==> config.mk <==
export PLATFORM = sky130hd
export DESIGN_NAME = ip_pwm_mixer
export DESIGN_NICKNAME = d
export VERILOG_FILES = /design/src/rtl/ip_pwm_mixer.sv
export SDC_FILE = /design/constraint.sdc
export NUM_CORES = 1
export LEC_CHECK = 0
export BUFFER_PORTS_ARGS = -buffer_cell sky130_fd_sc_hd__buf_2
export CORE_MARGIN = 4
export CORE_UTILIZATION = 40
export DETAILED_ROUTE_END_ITERATION = 10
export PLACE_DENSITY = 0.54
export SYNTH_ARGS = -nofsm -noshare
export SYNTH_HDL_FRONTEND = slang
export SYNTH_SLANG_ARGS = --single-unit
==> constraint.sdc <==
create_clock -name clk -period 19.6 [get_ports clk]
set_clock_uncertainty 0.05 [all_clocks]
set_input_delay 3.92 -clock clk [delete_from_list [all_inputs] [get_ports clk]]
set_output_delay 3.92 -clock clk [all_outputs]
set_load 0.1 [all_outputs]
==> src/rtl/ip_pwm_mixer.sv <==
// Three-channel sample scheduler and saturating mixer feeding ip_pwm's signal_level.
// Each enable strobe runs one fixed five-cycle pass: accumulate x3, saturate, slew.
module ip_pwm_mixer #(
  parameter int unsigned SLEW = 16'd4096
) (
  input  logic        clk,
  input  logic        reset,
  input  logic        enable,
  input  logic        ch0_valid,
  input  logic [15:0] ch0_data,
  output logic        ch0_ready,
  input  logic        ch1_valid,
  input  logic [15:0] ch1_data,
  output logic        ch1_ready,
  input  logic        ch2_valid,
  input  logic [15:0] ch2_data,
  output logic        ch2_ready,
  input  logic        cfg_wr,
  input  logic [1:0]  cfg_addr,
  input  logic [4:0]  cfg_wdata,
  output logic [15:0] signal_level,
  output logic        busy,
  output logic        overrun
);

  typedef enum logic [2:0] {StIdle, StAcc0, StAcc1, StAcc2, StSat, StSlew} state_e;

  localparam logic [16:0] SlewStep = 17'(SLEW);

  state_e             r_state, w_state_next;
  logic [2:0]         r_full;
  logic [15:0]        r_sample [3];
  logic [4:0]         r_vol [3];
  logic               r_mute;
  logic signed [17:0] r_acc;
  logic [15:0]        r_target;
  logic [15:0]        r_level;
  logic               r_overrun;

  logic [2:0]         w_valid;
  logic [15:0]        w_data [3];
  logic [2:0]         w_accept;
  logic [2:0]         w_consume;
  logic [1:0]         w_sel;
  logic signed [15:0] w_samp;
  logic signed [5:0]  w_volx;
  logic signed [21:0] w_prod;
  logic signed [21:0] w_term;
  logic signed [17:0] w_acc_sum;
  logic [15:0]        w_clamp;
  logic [15:0]        w_target_calc;
  logic signed [16:0] w_diff;
  logic [15:0]        w_level_next;
  logic [4:0]         w_vol_wr;

  assign w_valid   = {ch2_valid, ch1_valid, ch0_valid};
  assign w_data[0] = ch0_data;
  assign w_data[1] = ch1_data;
  assign w_data[2] = ch2_data;
  assign w_accept  = w_valid & ~r_full;

  // State register
  always_ff @(posedge clk or posedge reset) begin
    if (reset) begin
      r_state <= StIdle;
    end else begin
      r_state <= w_state_next;
    end
  end

  // Next-state logic
  always_comb begin
    w_state_next = r_state;
    unique case (r_state)
      StIdle:  if (enable) w_state_next = StAcc0;
      StAcc0:  w_state_next = StAcc1;
      StAcc1:  w_state_next = StAcc2;
      StAcc2:  w_state_next = StSat;
      StSat:   w_state_next = StSlew;
      StSlew:  w_state_next = StIdle;
      default: w_state_next = StIdle;
    endcase
  end

  // Output / decode logic
  always_comb begin
    busy      = (r_state != StIdle);
    w_consume = 3'b000;
    w_sel     = 2'd0;
    unique case (r_state)
      StAcc0:  begin w_consume = 3'b001; w_sel = 2'd0; end
      StAcc1:  begin w_consume = 3'b010; w_sel = 2'd1; end
      StAcc2:  begin w_consume = 3'b100; w_sel = 2'd2; end
      default: ;
    endcase
  end

  assign w_samp    = $signed(r_sample[w_sel]);
  assign w_volx    = $signed({1'b0, r_vol[w_sel]});
  assign w_prod    = 22'(w_samp) * 22'(w_volx);
  assign w_term    = w_prod >>> 4;
  assign w_acc_sum = r_acc + $signed(w_term[17:0]);

  always_comb begin
    if (r_acc > 18'sd32767) begin
      w_clamp = 16'h7FFF;
    end else if (r_acc < -18'sd32768) begin
      w_clamp = 16'h8000;
    end else begin
      w_clamp = r_acc[15:0];
    end
    w_target_calc = r_mute ? 16'h8000 : (w_clamp ^ 16'h8000);
  end

  assign w_diff = $signed({1'b0, r_target}) - $signed({1'b0, r_level});

  always_comb begin
    if (w_diff > $signed(SlewStep)) begin
      w_level_next = r_level + SlewStep[15:0];
    end else if (w_diff < -$signed(SlewStep)) begin
      w_level_next = r_level - SlewStep[15:0];
    end else begin
      w_level_next = r_target;
    end
  end

  assign w_vol_wr = (cfg_wdata > 5'd16) ? 5'd16 : cfg_wdata;

  always_ff @(posedge clk or posedge reset) begin
    if (reset) begin
      r_full    <= 3'b000;
      r_mute    <= 1'b0;
      r_acc     <= '0;
      r_target  <= 16'h8000;
      r_level   <= 16'h8000;
      r_overrun <= 1'b0;
      for (int i = 0; i < 3; i++) begin
        r_sample[i] <= 16'h0000;
        r_vol[i]    <= 5'd16;
      end
    end else begin
      r_overrun <= enable & busy;
      // A channel read in its ACC slot uses the held sample; a same-cycle capture lands next pass.
      for (int i = 0; i < 3; i++) begin
        if (w_accept[i]) begin
          r_sample[i] <= w_data[i];
          r_full[i]   <= 1'b1;
        end else if (w_consume[i]) begin
          r_full[i] <= 1'b0;
        end
        if (cfg_wr && (cfg_addr == 2'(i))) begin
          r_vol[i] <= w_vol_wr;
        end
      end
      if (cfg_wr && (cfg_addr == 2'd3)) begin
        r_mute <= cfg_wdata[0];
      end
      unique case (r_state)
        StIdle:                 if (enable) r_acc <= '0;
        StAcc0, StAcc1, StAcc2: r_acc <= w_acc_sum;
        StSat:                  r_target <= w_target_calc;
        StSlew:                 r_level <= w_level_next;
        default: ;
      endcase
    end
  end

  assign ch0_ready    = ~r_full[0];
  assign ch1_ready    = ~r_full[1];
  assign ch2_ready    = ~r_full[2];
  assign signal_level = r_level;
  assign overrun      = r_overrun;

endmodule

### After elaboration in Yosys (flattened, before gate mapping)

Index checks and enable logic that the tools add are counted.

| word-level totals | value |
|---|---|
| bits in registers | 121 |
| input port bits | 62 |
| latch bits | 0 |
| bits in writable memories | 0 |
| bits in read-only memories | 0 |
| output and inout bits | 21 |
| memories | 0 |

| operators by class | value |
|---|---|
| equal/unequal tests | 9 |
| shifts and indexed selects | 0 |
| bitwise logic cells | 8 |
| divide/modulo/power cells | 0 |
| $lt $le $gt $ge | 6 |
| muxes and demuxes | 24 |
| reductions and logical operators | 13 |
| $mul | 1 |
| $add $sub $neg | 4 |

Operator list:

| kind | count |
|---|---|
| 16-bit two-way mux | 7 |
| 18-bit one-hot mux with 2 select lines | 1 |
| 16-bit binary-select mux with 2-bit select | 1 |
| 16-bit by 6-bit multiplier with 22-bit output | 1 |
| 18-bit adder | 1 |
| 18-bit by 16-bit greater-than comparator with 1-bit output, second input constant | 1 |
| 18-bit by 16-bit less-than comparator with 1-bit output, second input constant | 1 |
| 18-bit two-way mux | 1 |
| 17-bit by 14-bit greater-than comparator with 1-bit output, second input constant | 1 |
| 17-bit by 13-bit less-than comparator with 1-bit output, second input constant | 1 |
| 16-bit by 16-bit subtractor with 17-bit output | 1 |
| 16-bit by 13-bit adder with 16-bit output, second input constant | 1 |
| 16-bit by 13-bit subtractor with 16-bit output, second input constant | 1 |
| 5-bit two-way mux | 3 |
| 3-bit one-hot mux with 5 select lines | 1 |
| 5-bit binary-select mux with 2-bit select | 1 |
| 3-bit one-hot mux with 3 select lines | 1 |
| 2-bit nonzero test | 4 |
| 3-bit by 2-bit == test with 1-bit output, second input constant | 2 |
| 3-bit == test, second input constant | 2 |
| 1-bit two-way mux | 6 |
| 5-bit greater-than comparator, second input constant | 1 |
| 2-bit == test, second input constant | 2 |
| 1-bit logical AND | 4 |
| other kinds (16) | 19 |

### Logic depth before layout (Yosys ltp)

Gate-level depths: netlist (run 1).

| logic depth | value |
|---|---|
| depth after elaboration | 9 |
| gate-level depth with buffers | 30 |
| gate-level depth less buffers | 27 |

### Least setup slack after synthesis (run 1)

No wires, ideal clock.

| path | value |
|---|---|
| kind | flip-flop to flip-flop |
| start point | reg r_state[2] |
| end point | reg r_acc[17] |
| data arrival time | 6.830 ns |
| stages on the path, launching flop included | 31 |
| setup slack | 12.599 ns |
| path buffers | 3 |
| cells stage by stage | dfrtp_1 -> nand2b_1 -> buf_2 -> clkbuf_1 -> buf_1 -> nor2_1 -> a21oi_1 -> nor2_1 -> fa_1 -> inv_1 -> fa_1 -> fa_1 -> inv_1 -> ha_1 -> o21ai_0 -> nand2b_1 -> a21oi_1 -> a21oi_1 -> a21o_1 -> a21oi_1 -> xnor2_1 -> ha_1 -> a21o_1 -> a2111o_1 -> or3_1 -> a31oi_1 -> o21bai_1 -> nand2b_1 -> a311o_1 -> xnor3_1 -> a22o_1 |

| on the way | value |
|---|---|
| cells in the longest elaborated chain, start to end | 9 |
| elaborated cells on any way between the ends | 19 |

RTL lines:

| what | line | RTL |
|---|---|---|
| start, declared | 30 | `state_e r_state, w_state_next;` |
| start signal, assigned | 65 | `r_state <= StIdle;` |
| start signal, assigned | 67 | `r_state <= w_state_next;` |
| 3-bit by 2-bit == test with 1-bit output | 90, 158 |  |
| 2-bit one-hot mux with 2 select lines | 90 | `unique case (r_state)` |
| 2-bit inverter with 3-bit output (implied by the code) | 98, 99 |  |
| 16-bit binary-select mux with 2-bit select / 5-bit binary-select mux with 2-bit select (equally long branches) | 98, 99 |  |
| 16-bit two-way mux (implied by the code) / 5-bit two-way mux (equally long branches) (2 in a row) | 98, 99 |  |
| 16-bit by 6-bit multiplier with 22-bit output | 100 | `assign w_prod = 22'(w_samp) * 22'(w_volx);` |
| 18-bit adder | 102 | `assign w_acc_sum = r_acc + $signed(w_term[17:0]);` |
| 18-bit one-hot mux with 2 select lines | 158 | `unique case (r_state)` |
| end signal, assigned | 160 | `StAcc0, StAcc1, StAcc2: r_acc <= w_acc_sum;` |
| end, declared | 35 | `logic signed [17:0] r_acc;` |

Several ways; a longest one is shown, not always the timed one. The select of a mux whose other input is x is not followed.
A chain may end at the register's enable or synchronous reset.

### Worst setup path after layout (run 1)

Same ends and word-level chain as after synthesis.

==> results.py, run 1 <==
metrics = {
    "status": {
        "status": "completed",
    },
    "placed_design": {
        "globalplace.congestion": 0.8600,
        "port-buffer-count": 82,
        "place.detailed.hpwl_um": 16800,
        "dp_worst_setup_slack_ns": 11.74,
        "placed_area_mm2": 0.01047,
    },
    "timing": {
        "finalCriticalPeriod_ns": 7.877,
        "finalMaxSlewViolations": 0,
        "rsz0062_at_grt": "no",
        "timing.slew.headroom": 0.1510,
        "fin_ws_ns": 11.72,
        "post-route-period-util": 0.4019,
        "final_hold_viol_count": 0,
        "worst_slew_pin_slew_ns": 1.238,
        "finalSetupViolations": 0,
        "setup_total_negative_slack_ns": 0,
        "maxClockFrequency_mhz": 127.0,
    },
    "floorplan": {
        "floorplan.initialDensity": 0.4101,
        "floorplan.die_area_mm2": 0.02684,
        "die_height_um": 163.8,
        "fp-row-count": 56,
        "die_w_um": 163.8,
        "ios": 83,
        "coreArea_mm2": 0.02368,
    },
    "finish": {
        "layout.cells.most_common_list": "sky130_fd_sc_hd__nor2_1 (136), sky130_fd_sc_hd__inv_1 (131), sky130_fd_sc_hd__dfrtp_1 (116), sky130_fd_sc_hd__buf_2 (82), sky130_fd_sc_hd__ha_1 (73)",
        "layout_commonest_cell": "sky130_fd_sc_hd__nor2_1",
        "cell_area_after_layout_mm2": 0.01106,
        "finish.net_count": 1316,
        "syn_to_final_growth_pct": 13.84,
        "drive_gt1_frac": 0.1881,
        "antenna_cells_inserted": 0,
    },
    "logic_synthesis": {
        "synth_sequential_area_ratio": 0.3124,
        "synth.yosys.warnings": 0,
        "ys_seq_elements": 121,
        "yosysUniqueCellTypes": 70,
        "async_flop_share": 1.000,
        "synth-edff-count": 0,
        "mapped_cell_area_mm2": 0.009713,
        "syn-instance-count": 1050,
        "post_synth.cell_area_avg_um2": 9.251,
        "synth_fp_nets": 1236,
        "dominantRegCellSynth": "sky130_fd_sc_hd__dfrtp_1",
    },
    "critical_path": {
        "crit_path_max_incr_delay_ns": 1.01,
        "kind_of_cell_with_the_highest_combined_delay_on_the_critical_path": "adder cells",
        "critical_path_peak_fanout": 39,
        "crit_type": "reg -> reg",
        "timing.critical_path.to_type": "flip-flop",
        "worst_ep_arrival_time_ns": 8.13,
        "cp_data_required_time_ns": 19.85,
        "start_kind": "flip-flop",
        "critical_path.n_buffers_inverters": 3,
        "critical-path-slowest-cell": "sky130_fd_sc_hd__mux2i_1",
    },
    "routing": {
        "route.detailed.wl_per_inst_um": 14.48,
        "viasPerCell": 5.017,
        "vias": 7335,
        "routed.top_layer": "met5",
        "m1WireLength_um": 10030,
        "route.detailed.drc": 0,
        "total_length_of_routed_met3_wires_um": 855,
        "dr.pass1.iters": 5,
        "route.met2.wl_um": 9997,
        "first_iter_violations": 257,
        "detail-route-antenna-nets": 0,
        "wl_um": 21170,
    },
    "grt": {
        "grt_max_degree": 72,
        "globalRouteTotalUtil": 0.1656,
        "number_of_antenna_violations_at_the_first_check_in_global_routing": 2,
        "grt-ovfl-total": 0,
        "wire_length_of_the_first_global_routing_pass_um": 36240,
        "via_count_of_the_first_global_routing_pass": 7403,
    },
    "clock_tree": {
        "clock_latency_ns": 0.42,
        "clock_path_buffers": 2,
        "clk_root_buffer_cell": "sky130_fd_sc_hd__clkbuf_16",
        "cts_hold_buf": 0,
        "postCtsSetupBuffers": 0,
        "clkSinkCount": 121,
        "cts_max_level": 4,
        "tritoncts": "yes",
        "cts_resized": 0,
        "tritoncts.num_buffers": 17,
        "clk_pin_slew_worst_paths_ns": 0.06,
    },
    "min_path": {
        "worstHoldPathType": "reg -> reg",
    },
    "flow_run": {
        "max-cap-violations": 0,
    },
}
-- cell families (layout without fill, tap and decap cells) --
logic type | after synthesis | count (layout) | synth area share
muxes | 92 | 92 | 0.1069
xor gates and xnor gates | 34 | 34 | 0.03207
AOI/OAI and AO/OA | 204 | 204 | 0.1356
DFF | 121 | 121 | 0.3124
adders and majority gates | 124 | 124 | 0.1992
and+or+nand+nor | 313 | 313 | 0.1501
buffers and inverters | 162 | 255 | 0.06376
-- flip-flops by register name (all words and copies together), names as in the netlist --
register and count:
r_target 16, signal_level 16, r_state 3, overrun 1, r_mute 1, r_acc 18
r_sample 48, r_vol 15, r_full 3
-- layer usage --
| metal | vias up | track usage |
|---|---|---|
| met5 | - | 0 |
| met4 | 4 | 0.04766 |
| met3 | 21 | 0.03814 |
| met2 | 109 | 0.2743 |
| met1 | 3470 | 0.2177 |
| li1 | 3731 | - |
-- stage by stage --
stage / util / hold WS (ns) / cells
finish: 0.4669 / 0.4333 / 1462
global route: 0.4669 / 0.4631 / 1462
CTS: 0.4669 / 0.4346 / 1462
detailed placement: 0.4420 / 0.4212 / 1430
global placement: 0.4420 / 0.4166 / 1430
floorplan: - / 0.3944 / 1050
-- cell usage after synthesis, types with 3 or more instances --
master	n	share of area
sky130_fd_sc_hd__o21a_1	7	0.0054
sky130_fd_sc_hd__o211a_1	3	0.0031
sky130_fd_sc_hd__or2_2	11	0.0071
sky130_fd_sc_hd__a21o_1	10	0.0077
sky130_fd_sc_hd__a31oi_1	5	0.0032
sky130_fd_sc_hd__dfrtp_1	116	0.30
sky130_fd_sc_hd__dfstp_2	5	0.014
sky130_fd_sc_hd__nor3b_1	3	0.0023
sky130_fd_sc_hd__nand3b_1	6	0.0046
sky130_fd_sc_hd__and2_1	3	0.0019
sky130_fd_sc_hd__a2111o_1	3	0.0035
sky130_fd_sc_hd__nor2b_1	12	0.0077
sky130_fd_sc_hd__fa_1	51	0.11
sky130_fd_sc_hd__o21ai_0	62	0.032
sky130_fd_sc_hd__nor3_1	20	0.010
sky130_fd_sc_hd__o22ai_1	3	0.0019
sky130_fd_sc_hd__nand2_1	68	0.026
sky130_fd_sc_hd__a211o_1	3	0.0027
sky130_fd_sc_hd__o31a_1	6	0.0054
sky130_fd_sc_hd__o21bai_1	4	0.0031
sky130_fd_sc_hd__mux2_2	58	0.067
sky130_fd_sc_hd__nor2_1	136	0.053
sky130_fd_sc_hd__xnor2_1	23	0.021
sky130_fd_sc_hd__a21oi_1	53	0.027
sky130_fd_sc_hd__nand2b_1	15	0.0097
sky130_fd_sc_hd__o2111ai_1	3	0.0027
sky130_fd_sc_hd__buf_1	4	0.0015
sky130_fd_sc_hd__nand3_1	11	0.0057
sky130_fd_sc_hd__xor2_1	10	0.0090
sky130_fd_sc_hd__a211oi_1	11	0.0085
sky130_fd_sc_hd__mux2_4	9	0.014
sky130_fd_sc_hd__inv_1	132	0.051
sky130_fd_sc_hd__clkbuf_1	22	0.0085
sky130_fd_sc_hd__and3_1	4	0.0026
sky130_fd_sc_hd__nand4_1	4	0.0026
sky130_fd_sc_hd__ha_1	73	0.094
sky130_fd_sc_hd__o311ai_0	4	0.0036
sky130_fd_sc_hd__mux2i_1	25	0.026
sky130_fd_sc_hd__a22o_1	3	0.0027
sky130_fd_sc_hd__o31ai_1	6	0.0046
sky130_fd_sc_hd__or3_1	9	0.0058
-- tightest hold or removal path, delay by kind of cell, from the launching register on --
family	cells	cell delay, ns
flip-flops	1	0.34
AO/OA/AOI/OAI	1	0.06
AND/OR/NAND/NOR	1	0.05
-- area by class of cell --
type / instances / area, µm²
Multi-Input combinational cell: 767 / 6060
Inverter: 132 / 498.0
Clock buffer: 18 / 439.2
Tap cell: 319 / 399.1
Clock inverter: 14 / 148.9
Fill cell: 2381 / 12630
Timing Repair Buffer: 91 / 478.0
Sequential cell: 121 / 3034
-- worst paths after layout --
path / start / to / slack (ns) / depth (start not counted)
worst min-delay path: r_vol[13] / r_vol[13] / 0.43 / 2
worst min register to register: r_vol[13] / r_vol[13] / 0.43 / 2
min in group asynchronous: reset / signal_level[12] / 3.53 / 2
worst max register to register: r_state[2] / r_acc[17] / 11.72 / 27
worst max-delay path: r_state[2] / r_acc[17] / 11.72 / 27
max in group asynchronous: reset / r_sample[44] / 14.61 / 3
Power of run 1 is left out: the tool's default activity adds up to more than one toggle a clock period on the data nets, which glitch-free logic cannot reach.
==> run 2, diff against run 1 <==
==> constraint.sdc (replaced) <==
create_clock -name clk -period 7.4 [get_ports clk]
set_clock_uncertainty 0.05 [all_clocks]
set_input_delay 1.48 -clock clk [delete_from_list [all_inputs] [get_ports clk]]
set_output_delay 1.48 -clock clk [all_outputs]
set_load 0.1 [all_outputs]
==> results.py, run 2 (synthesis results as in run 1) <==
metrics = {
    "min_path": {
        "timing.hold.worst.start": "r_vol[5]",
        "holdPathStages": 2,
        "worstHoldPathType": "reg -> reg",
        "capture_endpoint_of_the_worst_hold_path": "r_vol[5]",
    },
    "finish": {
        "antenna_cells_inserted": 0,
        "final.fill_count": 2328,
        "top_regs": "r_sample x48, r_acc x18",
        "multi_input_gate_area_mm2": 0.006075,
        "layout_commonest_cell": "sky130_fd_sc_hd__nor2_1",
        "drive_gt1_frac": 0.1970,
        "layout.cells.most_common_list": "sky130_fd_sc_hd__nor2_1 (136), sky130_fd_sc_hd__inv_1 (131), sky130_fd_sc_hd__dfrtp_1 (115), sky130_fd_sc_hd__buf_2 (82), sky130_fd_sc_hd__ha_1 (73)",
        "largest_register": "r_sample",
        "seqCellArea_mm2": 0.003035,
        "syn_to_final_growth_pct": 14.85,
        "finish.net_count": 1325,
        "largest_register_ffs": 48,
    },
    "floorplan": {
        "ios": 83,
        "die_height_um": 163.8,
        "die_w_um": 163.8,
        "coreArea_mm2": 0.02368,
        "floorplan.initialDensity": 0.4101,
        "floorplan.die_area_mm2": 0.02684,
        "fp-row-count": 56,
    },
    "clock_tree": {
        "clkSinkCount": 121,
        "clock_latency_ns": 0.42,
        "tritoncts.num_buffers": 17,
        "clock_path_buffers": 2,
        "tritoncts": "yes",
        "clk_pin_slew_worst_paths_ns": 0.06,
        "cts_max_level": 4,
        "postCtsSetupBuffers": 0,
        "cts_hold_buf": 0,
        "clk_root_buffer_cell": "sky130_fd_sc_hd__clkbuf_16",
    },
    "placed_design": {
        "port-buffer-count": 82,
        "place.detailed.hpwl_um": 16710,
        "globalplace.congestion": 0.8427,
    },
    "routing": {
        "viasPerCell": 4.978,
        "wl_um": 20740,
        "route.detailed.drc": 0,
        "dr.pass1.iters": 4,
        "route.detailed.wl_per_inst_um": 14.10,
        "first_iter_violations": 314,
        "vias": 7322,
        "detail-route-antenna-nets": 0,
    },
    "timing": {
        "finalCriticalPeriod_ns": 6.831,
        "final_hold_viol_count": 0,
        "finalSetupViolations": 0,
        "setup_total_negative_slack_ns": 0,
        "timing.slew.headroom": 0.4015,
        "finalHoldWorstSlack_ns": 0.4345,
        "post-route-period-util": 0.9231,
        "maxClockFrequency_mhz": 146.4,
        "rsz0062_at_grt": "no",
        "finalMaxSlewViolations": 0,
        "worst_slew_pin_slew_ns": 0.8978,
    },
    "critical_path": {
        "start_kind": "flip-flop",
        "crit_path_max_incr_delay_ns": 0.54,
        "critical-path-slowest-cell": "sky130_fd_sc_hd__fa_1",
        "rr_endpoint": "r_acc[17]",
        "r2r_slack_ns": 0.57,
        "critical_path_peak_fanout": 13,
        "worst_ep_arrival_time_ns": 7.08,
        "source_of_the_worst_register_to_register_timing_path": "r_state[0]",
        "timing.critical_path.to_type": "flip-flop",
        "worst-r2r-cell-count": 28,
        "cp_data_required_time_ns": 7.65,
        "crit_top_cell": "sky130_fd_sc_hd__a21oi_1",
        "crit_type": "reg -> reg",
    },
    "grt": {
        "grt_max_degree": 72,
        "number_of_antenna_violations_at_the_first_check_in_global_routing": 0,
        "via_count_of_the_first_global_routing_pass": 7466,
        "wire_length_of_the_first_global_routing_pass_um": 35940,
        "globalRouteTotalUtil": 0.1631,
        "grt-ovfl-total": 0,
    },
    "flow_run": {
        "max-cap-violations": 0,
    },
    "status": {
        "status": "completed",
    },
}
==> run 2: per-stage QoR <==
stage | instances | worst slack [ns] | utilization | cell area [µm²]
2_1_floorplan | 1050 | 0.3994 | - | 9713
3_3_place_gp | 1439 | 0.4426 | 0.4460 | 10560
3_5_place_dp | 1439 | 0.2971 | 0.4460 | 10560
4_1_cts | 1471 | 0.3082 | 0.4704 | 11140
5_1_grt | 1471 | 0.01917 | 0.4710 | 11160
6_report | 1471 | 0.5689 | 0.4710 | 11160
==> run 2: layer usage <==
layer,track usage,up-vias,share of wire
met3,0.03036,15,0.031
met4,0.04194,0,0.015
li1,-,3759,-
met1,0.2173,3444,0.49
met2,0.2747,104,0.47
met5,0,-,0
==> run 2: area by class of cell <==
class	instances	share of cell area
Multi-Input combinational cell	767	0.5445
Sequential cell	121	0.2721
Timing Repair Buffer	100	0.05114
Inverter	132	0.04464
Clock buffer	18	0.03937
Tap cell	319	0.03578
Clock inverter	14	0.01245
==> run 2: worst max path at each step <==
| stage | start | endpoint | slack, ns | cells past startpoint |
|---|---|---|---|---|
| floorplan | r_state[2] | r_acc[17] | 0.40 | 30 |
| global placement | r_state[0] | r_acc[17] | 0.44 | 25 |
| detailed placement | r_state[0] | r_acc[17] | 0.30 | 25 |
| global route | r_state[0] | r_acc[17] | 0.02 | 28 |
| CTS | r_state[0] | r_acc[17] | 0.31 | 25 |
| finish | r_state[0] | r_acc[17] | 0.57 | 28 |
==> run 2: critical path, delay by kind of cell, from the launching register on <==
| family | cells | cell delay [ns] |
|---|---|---|
| XOR/XNOR | 2 | 0.53 |
| buffers and inverters | 3 | 0.28 |
| AND/OR/NAND/NOR | 5 | 0.64 |
| flip-flops | 1 | 0.48 |
| multiplexers | 1 | 0.21 |
| adder cells (fa/ha/maj) | 5 | 2.14 |
| AO/OA/AOI/OAI | 12 | 2.36 |
==> run 2: what timing repair did <==
| action | CTS | global route |
|---|---|---|
| hold endpoints to repair | 0 | 0 |
| setup endpoints to repair | 0 | 2 |
| gates resized for setup | 0 | 4 |
Power of run 2 is left out for the same reason.
